===== src/rtl/sys_panel_cond_if.sv =====
// Front-panel conditioner signal bundle: raw switch inputs plus divided clock,
// tick and debounced/edge outputs.
interface sys_panel_cond_if #(
  parameter int NSW = 4
);
  logic [NSW-1:0] sw_IN;
  logic           SYSCLK;
  logic           SYSTICK;
  logic [NSW-1:0] sw_LEVEL;
  logic [NSW-1:0] sw_PRESS;
  logic [NSW-1:0] sw_RELEASE;

  modport master (
    output sw_IN,
    input  SYSCLK, SYSTICK, sw_LEVEL, sw_PRESS, sw_RELEASE
  );

  modport slave (
    input  sw_IN,
    output SYSCLK, SYSTICK, sw_LEVEL, sw_PRESS, sw_RELEASE
  );
endinterface


===== src/rtl/sys_panel_cond.sv =====
// Front-panel conditioner: clock divider with tick, per-switch synchronizer and
// debouncer, and press/release pulses aligned to the divided-clock tick.
module sys_panel_cond #(
  parameter int NSW      = 4,
  parameter int DIV_LOG2 = 2,
  parameter int DEB_BITS = 16
) (
  input logic             EXTCLK,
  input logic             RESETn,
  sys_panel_cond_if.slave pif
);
  localparam logic [DIV_LOG2-1:0] DIV_MAX = '1;
  localparam logic [DEB_BITS-1:0] DEB_MAX = '1;

  // run_q is the release flop; the state registers gated by it form the second stage.
  logic                run_q, run_d;
  logic [DIV_LOG2-1:0] div_q, div_d;
  logic [NSW-1:0]      sync0_q, sync0_d;
  logic [NSW-1:0]      sync1_q, sync1_d;
  logic [NSW-1:0]      level_q, level_d;
  logic [NSW-1:0]      press_q, press_d;
  logic [NSW-1:0]      rel_q, rel_d;
  logic [DEB_BITS-1:0] deb_q [NSW];
  logic [DEB_BITS-1:0] deb_d [NSW];
  logic                tick;

  assign tick = run_q && (div_q == DIV_MAX);

  always_comb begin
    run_d   = 1'b1;
    div_d   = div_q;
    sync0_d = sync0_q;
    sync1_d = sync1_q;
    level_d = level_q;
    press_d = press_q;
    rel_d   = rel_q;
    for (int i = 0; i < NSW; i++) deb_d[i] = deb_q[i];

    if (run_q) begin
      div_d   = div_q + DIV_LOG2'(1);
      sync0_d = pif.sw_IN;
      sync1_d = sync0_q;
      // Pending flags drain on the tick; a new edge in the same cycle re-arms them.
      press_d = press_q & ~{NSW{tick}};
      rel_d   = rel_q & ~{NSW{tick}};
      for (int i = 0; i < NSW; i++) begin
        if (sync1_q[i] == level_q[i]) begin
          deb_d[i] = '0;
        end else if (deb_q[i] == DEB_MAX) begin
          deb_d[i]   = '0;
          level_d[i] = ~level_q[i];
          if (level_q[i]) rel_d[i]   = 1'b1;
          else            press_d[i] = 1'b1;
        end else begin
          deb_d[i] = deb_q[i] + DEB_BITS'(1);
        end
      end
    end
  end

  always_ff @(posedge EXTCLK or negedge RESETn) begin
    if (!RESETn) begin
      run_q   <= 1'b0;
      div_q   <= '0;
      sync0_q <= '0;
      sync1_q <= '0;
      level_q <= '0;
      press_q <= '0;
      rel_q   <= '0;
      for (int i = 0; i < NSW; i++) deb_q[i] <= '0;
    end else begin
      run_q   <= run_d;
      div_q   <= div_d;
      sync0_q <= sync0_d;
      sync1_q <= sync1_d;
      level_q <= level_d;
      press_q <= press_d;
      rel_q   <= rel_d;
      for (int i = 0; i < NSW; i++) deb_q[i] <= deb_d[i];
    end
  end

  assign pif.SYSCLK     = div_q[DIV_LOG2-1];
  assign pif.SYSTICK    = tick;
  assign pif.sw_LEVEL   = level_q;
  assign pif.sw_PRESS   = press_q & {NSW{tick}};
  assign pif.sw_RELEASE = rel_q & {NSW{tick}};
endmodule


===== src/flat_wrapper.sv =====
// flat-port wrapper written by rule: the top's interface ports become plain ports
module sys_panel_cond_flat 
#(
  parameter int NSW      = 4,
  parameter int DIV_LOG2 = 2,
  parameter int DEB_BITS = 16
)
  (EXTCLK, RESETn, pif_sw_IN, pif_SYSCLK, pif_SYSTICK, pif_sw_LEVEL, pif_sw_PRESS, pif_sw_RELEASE);
  sys_panel_cond_if #(.NSW(NSW)) pif_i ();
  input logic EXTCLK;
  input logic RESETn;
  input wire logic [$bits(pif_i.sw_IN)-1:0] pif_sw_IN;
  output wire logic [$bits(pif_i.SYSCLK)-1:0] pif_SYSCLK;
  output wire logic [$bits(pif_i.SYSTICK)-1:0] pif_SYSTICK;
  output wire logic [$bits(pif_i.sw_LEVEL)-1:0] pif_sw_LEVEL;
  output wire logic [$bits(pif_i.sw_PRESS)-1:0] pif_sw_PRESS;
  output wire logic [$bits(pif_i.sw_RELEASE)-1:0] pif_sw_RELEASE;
  assign pif_i.sw_IN = pif_sw_IN;
  assign pif_SYSCLK = pif_i.SYSCLK;
  assign pif_SYSTICK = pif_i.SYSTICK;
  assign pif_sw_LEVEL = pif_i.sw_LEVEL;
  assign pif_sw_PRESS = pif_i.sw_PRESS;
  assign pif_sw_RELEASE = pif_i.sw_RELEASE;
  sys_panel_cond #(.NSW(NSW), .DIV_LOG2(DIV_LOG2), .DEB_BITS(DEB_BITS)) u_core (.EXTCLK(EXTCLK), .RESETn(RESETn), .pif(pif_i));
endmodule

===== config.mk =====
export PLATFORM = sky130hd
export DESIGN_NAME = sys_panel_cond_flat
export DESIGN_NICKNAME = d
export VERILOG_FILES = /design/src/rtl/sys_panel_cond_if.sv /design/src/rtl/sys_panel_cond.sv /design/src/flat_wrapper.sv
export SDC_FILE = /design/constraint.sdc
export NUM_CORES = 1
export LEC_CHECK = 0
export CORE_ASPECT_RATIO = 0.7
export CORE_UTILIZATION = 50
export DETAILED_ROUTE_END_ITERATION = 10
export GPL_TIMING_DRIVEN = 1
export PLACE_DENSITY_LB_ADDON = 0.1
export REMOVE_ABC_BUFFERS = 1
export SLEW_MARGIN = 20
export SYNTH_ARGS = -nofsm -noshare
export SYNTH_HDL_FRONTEND = slang
export SYNTH_SLANG_ARGS = --single-unit
export TNS_END_PERCENT = 20

===== constraint.sdc =====
create_clock -name EXTCLK -period 3.1 [get_ports EXTCLK]
set_input_delay 0.93 -clock EXTCLK [delete_from_list [all_inputs] [get_ports EXTCLK]]
set_output_delay 0.93 -clock EXTCLK [all_outputs]
set_load 0.005 [all_outputs]

==> results.txt, run 1 <==
* Number of synthesized flops with an enable pin: 0
- The total overflow left after global routing is 0.
- Worst-Margin Slew: 0.803 ns
- Yosys mapped the design onto 58 distinct sky130hd cell types.
- Starting density of the core: 51.7%
- Hold crit path type: reg -> reg
- After floorplanning, the core was sized to cover 9070 sq um.
- The first global-routing pass estimated 17700 microns of wire.
- The floorplan step defined a die boundary enclosing 9770 sq um.
* Count of synthesis-stage warnings from yosys: 0
* H-tree level count: 3
- The first detailed-routing pass took 4 iterations.
* Number of buffers added by the clock tree synthesis step: 9
* Total of endpoints with negative setup slack in the final report: 0
- Vias/cell: 6.03
* Clock Pin Slew Worst Setup and Hold Paths: 0.07 ns
- Width of the die: 118 microns
- The number of antenna violations at the first check in global routing came to 0.
- Synthesis produced 475 cells.
- Fin crit share: 88.9%
- Counting cells, the worst reg-to-reg path comes to 5.
- STA classifies the critical path endpoint as an output port.
- The final-report hold violation count is 0.
- Setup repair after global routing left no endpoint under its margin.
- The congestion estimate from routability-driven global placement came to 0.847.
- DPL Wire Length: 7030 microns
* Slowest cell on the critical path: clkdlybuf4s50_1
* Fmax: 363 MHz
* Run status: completed
* Antenna-violating nets left: 0
* Worst slew margin relative to its limit: 45.9%
* Number of max-cap violations: 0
* Power density over the cells: 507 nW/um^2
* Seq cells post-synth: 87
* Final min period: 2.76 ns
* Post-detailed-route DRC marker count: 0
- The clock arrives with 0.00853 ns of skew.
* Area overhead of the layout relative to synthesis: 13.4%
* Cell types occupying the most area after synthesis: dfrtp_1 (46%), mux2_2 (3.6%), nand4_1 (3.5%), nand2_1 (3.2%), xor2_1 (3.2%)
- Most used flip-flop cell after synthesis: dfrtp_1
- Count of cells along the worst hold path: 1
* Critical path type: reg -> out
- The longest clock path from root to sink contains 2 buffers.
- Die height: 83.0 microns
- Number of setup buffers added after CTS: 0
- Of all nets on the critical path, the largest fanout is 9.
- Summed over all instances, the cell type with the most area after synthesis is dfrtp_1.
- Setup total negative slack: 0 ns
- The later pin in the worst-skew pair is clocked with a latency of 0.34 ns.
- Maximum single-stage delay on the critical path: 0.50 ns
- Hold-fix buffers at CTS: 0
- Worst Setup Slack, final: 0.345 ns
- Antenna Cells: 0
* I/O pin cnt: 20
* Maximum resistive drop on vdd: 295 uV
- Via count of the first global-routing pass: 3604
- The synthesized netlist occupies a cell area of 4690 sq um.
* Leakage power: 2.20 nW
- Sort of element at the start of the critical path: flip-flop
* Largest net degree at the start of global routing: 42
- The final layout contains routed wiring with a total length of 10100 microns.
* Register-to-Register Setup Slack: 0.84 ns
* Clock root cell: clkbuf_16
* Worst slack at placement: 0.701 ns
- In this run, post-CTS repair resized a total of 0 instances.
- Area share of the leading cell type in the synthesized netlist: 46.4%
- A synthesized cell averages 9.87 sq um.
- After synthesis, the share of flip-flops with an asynchronous set or reset is 100%.
- Count of clock tree sinks: 87
* Count of vias placed by the detailed router: 3749
- Global routing used 22.7% of the available tracks.
- Layout cell share with drive strength beyond 1: 11.2%
- Input and output buffers added on the ports amount to 19.
- Max Slew Vio Count: 0
- Data on the critical path arrives at its endpoint at 1.83 ns.
* TritonCTS clock tree: done
- Num rows: 29
- Cells along the critical path: ha_1 > nand2_1 > inv_1 > clkdlybuf4s50_1
* Register area share after synthesis: 46.4%
- Iteration-0 DRC count of the detailed router: 233
- For this run, the post-layout net count is 504.
- Wire per inst: 16.3 microns
- Counting the fill cells in the layout gives 801.
- Required time of the critical path: 2.17 ns
==> registers in the layout, summed over array words and instances (netlist names) <==
name / cells
u_core.deb_q: 64
u_core.div_q: 2
u_core.pif.sw_LEVEL: 4
u_core.press_q: 4
u_core.rel_q: 4
u_core.run_q: 1
u_core.sync0_q: 4
u_core.sync1_q: 4
==> where the power goes <==
part / internal, mW / leakage, nW / total, mW / switching, mW
Combinational: 0.132 / 0.869 / 0.309 / 0.177
Sequential: 1.20 / 1.18 / 1.28 / 0.0758
Clock: 0.654 / 0.147 / 1.11 / 0.455
Total: 1.99 / 2.20 / 2.69 / 0.708
==> routing by layer <==
| layer | global-route usage, % | part of all wire, % | up-vias | routed length [microns] |
|---|---|---|---|---|
| met5 | 0 | 0 | - | 0 |
| met4 | 6.76 | 0.29 | 0 | 29 |
| met3 | 5.84 | 4.4 | 2 | 445 |
| met2 | 32.1 | 44 | 73 | 4440 |
| met1 | 34.1 | 52 | 1839 | 5230 |
| li1 | - | - | 1835 | - |
==> path summary, 6_finish.rpt <==
kind,startpoint,endpoint
worst max-delay path,u_core.div_q[1],pif_SYSTICK
worst min-delay path,u_core.div_q[0],u_core.div_q[0]
worst max register to register,u_core.run_q,u_core.deb_q[11]
worst min register to register,u_core.div_q[0],u_core.div_q[0]
max in group asynchronous,RESETn,u_core.deb_q[21]
min in group asynchronous,RESETn,u_core.deb_q[9]
==> cell families (layout without fill, tap and decap cells) <==
family	Yosys count	count (layout)	synth area share [%]
other cells	1	1	0.0800
flops	87	87	46.4
compound gates	91	91	13.9
xor+xnor	26	26	5.02
buf+inv	38	61	3.36
simple gates	210	210	25.8
mux	17	17	4.03
fa+ha+maj	5	5	1.33
==> critical path, delay by kind of cell (launching register included) <==
kind | cells | cell delay, ns
adders and majority gates | 1 | 0.28
and+or+nand+nor | 1 | 0.23
buffers and inverters | 2 | 0.61
DFF | 1 | 0.37
==> Yosys cell counts (3+ instances only) <==
cell and n:
nor4_1 11, mux2_2 15, nand3_1 18, o21a_1 6, nor2b_1 3, nand2_1 40
nor2_1 22, o2bb2ai_1 3, a31oi_1 10, or3_1 5, nor3b_1 7, o31ai_1 9
a21o_1 3, a21oi_1 9, or4_1 15, xor2_1 17, dfrtp_1 87, a22o_1 4
nand4_1 26, and2_1 3, nand2b_1 9, and3_1 22, nor3_1 11, and4_1 6
xnor2_1 8, clkbuf_1 13, buf_2 3, o311ai_0 7, ha_1 5, inv_1 18
o21ai_0 21
==> cell type report <==
class | instances | area (sq um) | area share, %
timing repair buffer | 27 | 248 | 4.66
clock inverter | 5 | 63.8 | 1.20
tap | 124 | 155 | 2.92
multi-input combinational | 350 | 2360 | 44.4
inverter | 18 | 67.6 | 1.27
clock buffer | 11 | 243 | 4.57
sequential | 87 | 2180 | 41.0
==> cells in the final DEF (no fill, tap or decap), types with 10 or more instances in the layout <==
cell             instances
dfrtp_1                 86
nand2_1                 40
nand4_1                 26
and3_1                  22
nor2_1                  22
o21ai_0                 21
inv_1                   18
nand3_1                 18
clkdlybuf4s50_1         18
xor2_1                  17
mux2_2                  15
or4_1                   15
nor3_1                  11
a31oi_1                 10
nor4_1                  10
==> per-stage QoR <==
stage	std cells	instance area, sq um	total power [mW]	utilization, %	hold slack [ns]
6_report	622	5320	2.69	58.6	0.470
5_1_grt	622	5320	2.83	58.6	0.509
4_1_cts	622	5320	2.73	58.6	0.475
3_5_place_dp	606	5010	1.61	55.2	0.467
3_3_place_gp	606	5010	1.59	55.2	0.455
2_1_floorplan	455	4600	1.48	-	0.442
Note: power is estimated with default switching activity, not from simulation.
==> run 2: changes to the inputs <==
--- a/config.mk
+++ b/config.mk
@@ -9,7 +9,7 @@
 export CORE_UTILIZATION = 50
 export DETAILED_ROUTE_END_ITERATION = 10
 export GPL_TIMING_DRIVEN = 1
-export PLACE_DENSITY_LB_ADDON = 0.1
+export PLACE_DENSITY = 0.68
 export REMOVE_ABC_BUFFERS = 1
 export SLEW_MARGIN = 20
 export SYNTH_ARGS = -nofsm -noshare
==> constraint.sdc (replaced) <==
create_clock -name EXTCLK -period 3.1 [get_ports EXTCLK]
set_input_delay 0.31 -clock EXTCLK [delete_from_list [all_inputs] [get_ports EXTCLK]]
set_output_delay 0.31 -clock EXTCLK [all_outputs]
set_load 0.005 [all_outputs]
==> run 2 against run 1 <==
Compared with the run above: worst setup slack better by 0.39 ns; critical path type unchanged; sequential share of layout area is 0.068 points higher; count of clock-buffer cells in the layout is 1 lower; worst hold slack worse by 0.43 ns; largest power group unchanged.
==> results.txt, run 2 (same netlist as run 1, synthesis figures left out) <==
* Leakage power: 2.19 nW (-0.38%)
- Number of flip-flops under the largest register name: 64 (unchanged)
- Worst Setup Slack, final: 0.739 ns (+0.394 ns)
- Port Buffers: 19 (unchanged)
- The fmax is 423 MHz (+17%).
- Layout cell share with drive strength beyond 1: 11.1% (-0.18 points)
- The final wirelength came to 10300 microns (+1.3%).
* Worst-case clock buffer depth: 2 (unchanged)
- The number of buffers added for setup after CTS came to 0 (unchanged).
- Pre-Repair DR Iteration Count: 5 (+1)
* Required time of the critical path: 2.79 ns (+0.62 ns)
- The total power divided by cell area came to 511 nW/um^2 (+0.74%).
- Hold-fix buffers at CTS: 0 (unchanged)
- Final layout net count: 503 (-0.20%)
- The buffering stage count on the worst path with inverters included was 2 (unchanged).
- The signal on the critical path passes through ha_1 > nand2_1 > inv_1 > clkdlybuf4s50_1.
- The worst path arrival time was 2.05 ns (+0.22 ns).
* Vias/cell: 6.13 (+1.7%)
- Compared with the post-synthesis result, the final layout area differs by 13.2%.
- Critical Path End Type: output port
* Die height: 83.0 microns (unchanged)
- I/O pin cnt: 20 (unchanged)
- Worst slack at placement: 0.975 ns (+0.274 ns)
- Wire per inst: 16.5 microns (+1.5%)
- The via count of the first global-routing pass came to 3627 (+0.64%).
- H-tree level count: 3 (unchanged)
- DPL Wire Length: 6970 microns (-0.90%)
* Final hold violation count: 0 (unchanged)
- The overall routing resource usage came to 22.4% (-0.32 points).
- Gr ovfl total: 0 (unchanged)
* Final min period: 2.36 ns (-0.394 ns)
- Num rows: 29 (unchanged)
- Overall power: 2.71 mW (+0.58%)
- Fin crit share: 76.2% (-13 points)
* Number of buffers added by the clock tree synthesis step: 9 (unchanged)
- Top reg by flops: u_core.deb_q
- Setup total negative slack: 0 ns (unchanged)
* Gpl congestion: 0.858 (+1.3%)
- Width of the die: 118 microns (unchanged)
* Reg2reg end: u_core.deb_q[9]
- The path class of the tightest hold or removal check is in -> async.
* Family with the most delay on the worst path: buffers and inverters
- Antenna-violating nets left: 0 (unchanged)
- The antenna diode count was 0 (unchanged).
* Largest net degree at the start of global routing: 63 (+50%)
* Clock root cell: clkbuf_16
- The slack of the worst reg-to-reg path came to 0.90 ns (+0.06 ns).
- First-pass GRT wire length: 17700 microns (-0.12%)
- Maximum resistive drop on vdd: 302 uV (+2.3%)
* Number of max-cap violations: 0 (unchanged)
* Core area: 9070 sq um (unchanged)
- The floorplan die area came to 9770 sq um (unchanged).
* Biggest fanout along the worst timing path: 9 (unchanged)
* Final worst clock skew: 0.00569 ns (-0.00283 ns)
- Design area: 5310 sq um (-0.16%)
* Iteration-0 DRC count of the detailed router: 362 (+55%)
- TritonCTS clock tree: done
- The critical path is of the reg -> out type.
- The delay of the slowest critical-path stage was 0.52 ns (+0.02 ns).
* Unrepaired setup endpoints after global routing: no
- The effective utilization at floorplan is 51.7% (unchanged).
* Slowest cell on the critical path: clkdlybuf4s50_1
* Initial antenna violation count: 0 (unchanged)
- Worst slew margin relative to its limit: 31.7% (-14 points)
* Clock insertion delay at the later pin of the skew report: 0.34 ns (about the same)
* Clock Pin Slew Worst Setup and Hold Paths: 0.07 ns (about the same)
- Resized cells post-CTS: 0 (unchanged)
- Worst r2r src: u_core.deb_q[0]
- Worst-Margin Slew: 1.02 ns (+0.213 ns)
* Total of endpoints with negative setup slack in the final report: 0 (unchanged)
- Sort of element at the start of the critical path: flip-flop
- The DRC violation count after routing came to 0 (unchanged).
- The final standard cell utilization of the core came to 58.5% (-0.096 points).
- Max Slew Vio Count: 0 (unchanged)
* Commonest non-fill, non-tap cell in the layout: dfrtp_1
* Post-placement cell area: 5000 sq um (-0.15%)
* Most frequent cells in the layout: dfrtp_1 (86), nand2_1 (40), nand4_1 (26)
- The sink count of the clock tree was 87 (unchanged).
- Run status: completed
* Reg2Reg Depth: 5 (unchanged)
* Count of vias placed by the detailed router: 3806 (+1.5%)
## run 2: worst max path at each step
stage / start / cells past startpoint / endpoint / slack (ns)
6_report: u_core.div_q[0] / 4 / pif_SYSTICK / 0.74
5_1_grt: u_core.div_q[1] / 4 / pif_SYSTICK / 0.66
4_1_cts: u_core.div_q[1] / 4 / pif_SYSTICK / 0.70
3_5_place_dp: u_core.deb_q[0] / 5 / u_core.deb_q[9] / 0.97
3_3_place_gp: u_core.deb_q[0] / 5 / u_core.deb_q[11] / 1.11
2_1_floorplan: u_core.deb_q[48] / 5 / u_core.pif.sw_LEVEL[0] / 0.18
## run 2: per-layer routing
layer | vias up | routed length [microns] | GRT usage, %
met3 | 17 | 452 | 4.53
met2 | 105 | 4510 | 32.8
li1 | 1827 | - | -
met1 | 1857 | 5170 | 33.2
met5 | - | 0 | 0
met4 | 0 | 144 | 7.23
## run 2: stage by stage
stage               hold WS (ns)  instances
global route               0.119        621
CTS                       0.0804        621
global placement           0.442        605
detailed placement         0.444        605
finish                    0.0360        621
floorplan                 0.0144        455
## run 2: area by class of cell
type	instances	area, sq um
clock buffer	10	229
clock inverter	6	76.3
fill	807	3760
inverter	18	67.6
multi-input combinational	350	2360
sequential	87	2180
tap	124	155
timing repair buffer	26	240
## run 2: power by group
group / internal (mW) / switching (mW) / leakage (nW)
logic: 0.130 / 0.183 / 0.864
clock network: 0.639 / 0.480 / 0.143
registers: 1.20 / 0.0779 / 1.18
total: 1.97 / 0.741 / 2.19
==> run 3: changes to the inputs <==
==> constraint.sdc (replaced) <==
create_clock -name EXTCLK -period 2.3 [get_ports EXTCLK]
set_input_delay 0.23 -clock EXTCLK [delete_from_list [all_inputs] [get_ports EXTCLK]]
set_output_delay 0.23 -clock EXTCLK [all_outputs]
set_load 0.005 [all_outputs]
==> run 3 against run 2 <==
Compared with the run above: final cell count rose by 1.3%; worst hold slack improved by 0.33 ns; worst setup slack got worse by 0.60 ns; via count rose by 0.39%; global-route usage rose by 0.69 points; sequential power rose by 34%; first-iteration DRC count rose by 7.5%.
==> results.txt, run 3 (same netlist as run 1, synthesis figures left out) <==
- Run status: completed
* Floorplan die area: 9770 sq um (unchanged)
- The sink count of the clock tree is 87 (unchanged).
- Wire per inst: 16.6 microns (about the same)
* Critical path type: reg -> out
- STA classifies the critical path startpoint as a flip-flop.
- The final-report hold violation count was 0 (unchanged).
- From synthesis to final layout, the design area changed by 14.2%.
- Final min period: 2.16 ns
- Biggest fanout along the worst timing path: 18 (+9)
- Maximum single-stage delay on the critical path: 0.55 ns (+0.03 ns)
- Final core occ: 59.0% (+0.54 points)
- More flip-flops sit in one register than any other, and that register is u_core.deb_q.
- The total via count after detailed routing came to 3821 (+0.39%).
* Multi-input gate area in the final layout: 2360 sq um (+0.11%)
- Power density over the cells: 658 nW/um^2 (+29%)
* Iteration-0 DRC count of the detailed router: 389 (+7.5%)
* Setup total negative slack: 0 ns (unchanged)
- Reg2reg end: u_core.deb_q[11]
* Clock Pin Slew Worst Setup and Hold Paths: 0.06 ns (about the same)
* Gpl congestion: 0.875 (+2.0%)
- Slowest cell on the critical path: dfrtp_2
- Most frequent cells in the layout: dfrtp_1 (86), nand2_1 (39), nand4_1 (26)
* Number of flip-flops under the largest register name: 64 (unchanged)
- The number of buffers on the longest clock path is 2 (unchanged).
- The worst-skew pair later-pin latency came to 0.34 ns (about the same).
* Design area: 5360 sq um (+0.92%)
- Walking the worst path, the cells encountered are buf_4 > and3_1 > clkdlybuf4s50_1.
- Leakage power: 2.23 nW (+2.0%)
* Maximum resistive drop on vdd: 401 uV (+33%)
* Die height: 83.0 microns (unchanged)
* Number of setup buffers added after CTS: 0 (unchanged)
* Via count of the first global-routing pass: 3667 (+1.1%)
* Post-detailed-route DRC marker count: 0 (unchanged)
- Number of max-cap violations: 0 (unchanged)
* TritonCTS clock tree: done
* Final layout net count: 511 (+1.6%)
- The antenna diode count is 0 (unchanged).
- Number of buffers added by the clock tree synthesis step: 9 (unchanged)
* Port Buffers: 19 (unchanged)
- Timing would allow up to 463 MHz.
- Core area: 9070 sq um (unchanged)
- Overall power: 3.53 mW (+30%)
- STA classifies the critical path endpoint as an output port.
* Fin crit share: 94.0%
* Largest net degree at the start of global routing: 39 (-38%)
- The max-slew violation count was 0 (unchanged).
- The critical path data required time came to 2.07 ns (-0.72 ns).
- The worst path arrival time is 1.93 ns (-0.12 ns).
- The critical path ends at pif_sw_PRESS[0].
* Vias/cell: 6.07 (-0.88%)
* Hold crit path type: in -> async
- Width of the die: 118 microns (unchanged)
- The number of nets still failing antenna checks after routing came to 0 (unchanged).
- Routed Wire Length: 10400 microns (+1.3%)
* Family with the most delay on the worst path: buffers and inverters
- The transition time of the tightest slew-check pin came to 0.651 ns (-0.365 ns).
- The half-perimeter wire length after placement is 7040 microns (+1.1%).
- Clock root cell: clkbuf_16
* Worst slew margin relative to its limit: 56.3% (+25 points)
- The fraction of layout instances using a drive strength above 1 was 12.5% (+1.4 points).
* Post-placement cell area: 5070 sq um (+1.3%)
- The effective utilization at floorplan was 51.7% (unchanged).
- The footprint of the flip-flops and latches came to 2180 sq um (unchanged).
- The post-route clock skew was 0.00288 ns (-0.00281 ns).
* Worst r2r src: u_core.deb_q[0]
* Crit path buffers/inverters: 2 (unchanged)
* Num rows: 29 (unchanged)
* First-pass GRT wire length: 18200 microns (+2.7%)
* Register-to-Register Setup Slack: 0.21 ns (-0.69 ns)
* Total of endpoints with negative setup slack in the final report: 0 (unchanged)
* Depth of the critical timing path with buffers and inverters included: 3 (-1)
* Pre-Repair DR Iteration Count: 4 (-1)
- Startpoint of the most critical setup path: u_core.run_q
- The library cell used most frequently in the layout, excluding fill and tap cells, is dfrtp_1.
- The count of boundary I/O pins came to 20 (unchanged).
- Gr ovfl total: 0 (unchanged)
- Reg2Reg Depth: 5 (unchanged)
- GRT Util Overall: 23.1% (+0.69 points)
- The number of antenna violations at the first check in global routing came to 0 (unchanged).
- H-tree level count: 3 (unchanged)
* Fillers: 792 (-1.9%)
- Setup repair after global routing left no endpoint under its margin.
-- run 3: cell types whose count changed in the layout (fill, tap and decap cells not counted), moves of 2 or more --
cell / delta
inv_8: -2
buf_4: +6
clkinvlp_4: -2
clkbuf_8: +2
clkinv_2: +4
-- run 3: final cells by class --
cell class / count / share of cell area [%]
flip-flops and latches: 87 / 40.7
inverters: 18 / 1.26
well taps: 124 / 2.90
clock inverters: 4 / 0.374
multi-input cells: 350 / 44.1
repair buffers: 34 / 5.89
clock buffers: 12 / 4.79
-- run 3: worst min-delay path by stage --
stage                       from                to  slack, ns  cells after the start
after floorplan           RESETn   u_core.deb_q[0]      -0.07                      0
after global placement    RESETn  u_core.deb_q[56]       0.20                      1
after CTS                 RESETn  u_core.deb_q[56]       0.38                      2
after global routing      RESETn  u_core.deb_q[58]       0.40                      2
after detailed placement  RESETn  u_core.deb_q[58]       0.21                      1
final                     RESETn  u_core.deb_q[56]       0.37                      2
-- run 3: repair_timing --
item | 4_1_cts | 5_1_grt
resized for setup | 0 | 1
endpoints found under the hold margin | 30 | 0
setup endpoints to repair | 0 | 1
hold buffers | 1 | 0
-- run 3: power by group --
group | leakage, nW | switching, mW | internal (mW)
clock network | 0.142 | 0.582 | 0.783
logic | 0.909 | 0.248 | 0.188
registers | 1.18 | 0.105 | 1.62
-- run 3: metal layers --
metal	track usage (%)	part of all wire (%)	up-vias
met5	0	0	-
met4	6.18	1.3	0
met3	5.63	4.8	14
met2	34.1	45	105
met1	33.8	49	1865
li1	-	-	1837
-- run 3: through the flow --
stage | cells | hold slack [ns] | worst slack, ns
after floorplan | 455 | -0.0656 | -0.619
after global placement | 612 | 0.201 | 0.301
after detailed placement | 612 | 0.207 | 0.262
after CTS | 629 | 0.377 | 0.0587
after global routing | 629 | 0.400 | 0.0610
final | 629 | 0.368 | 0.139
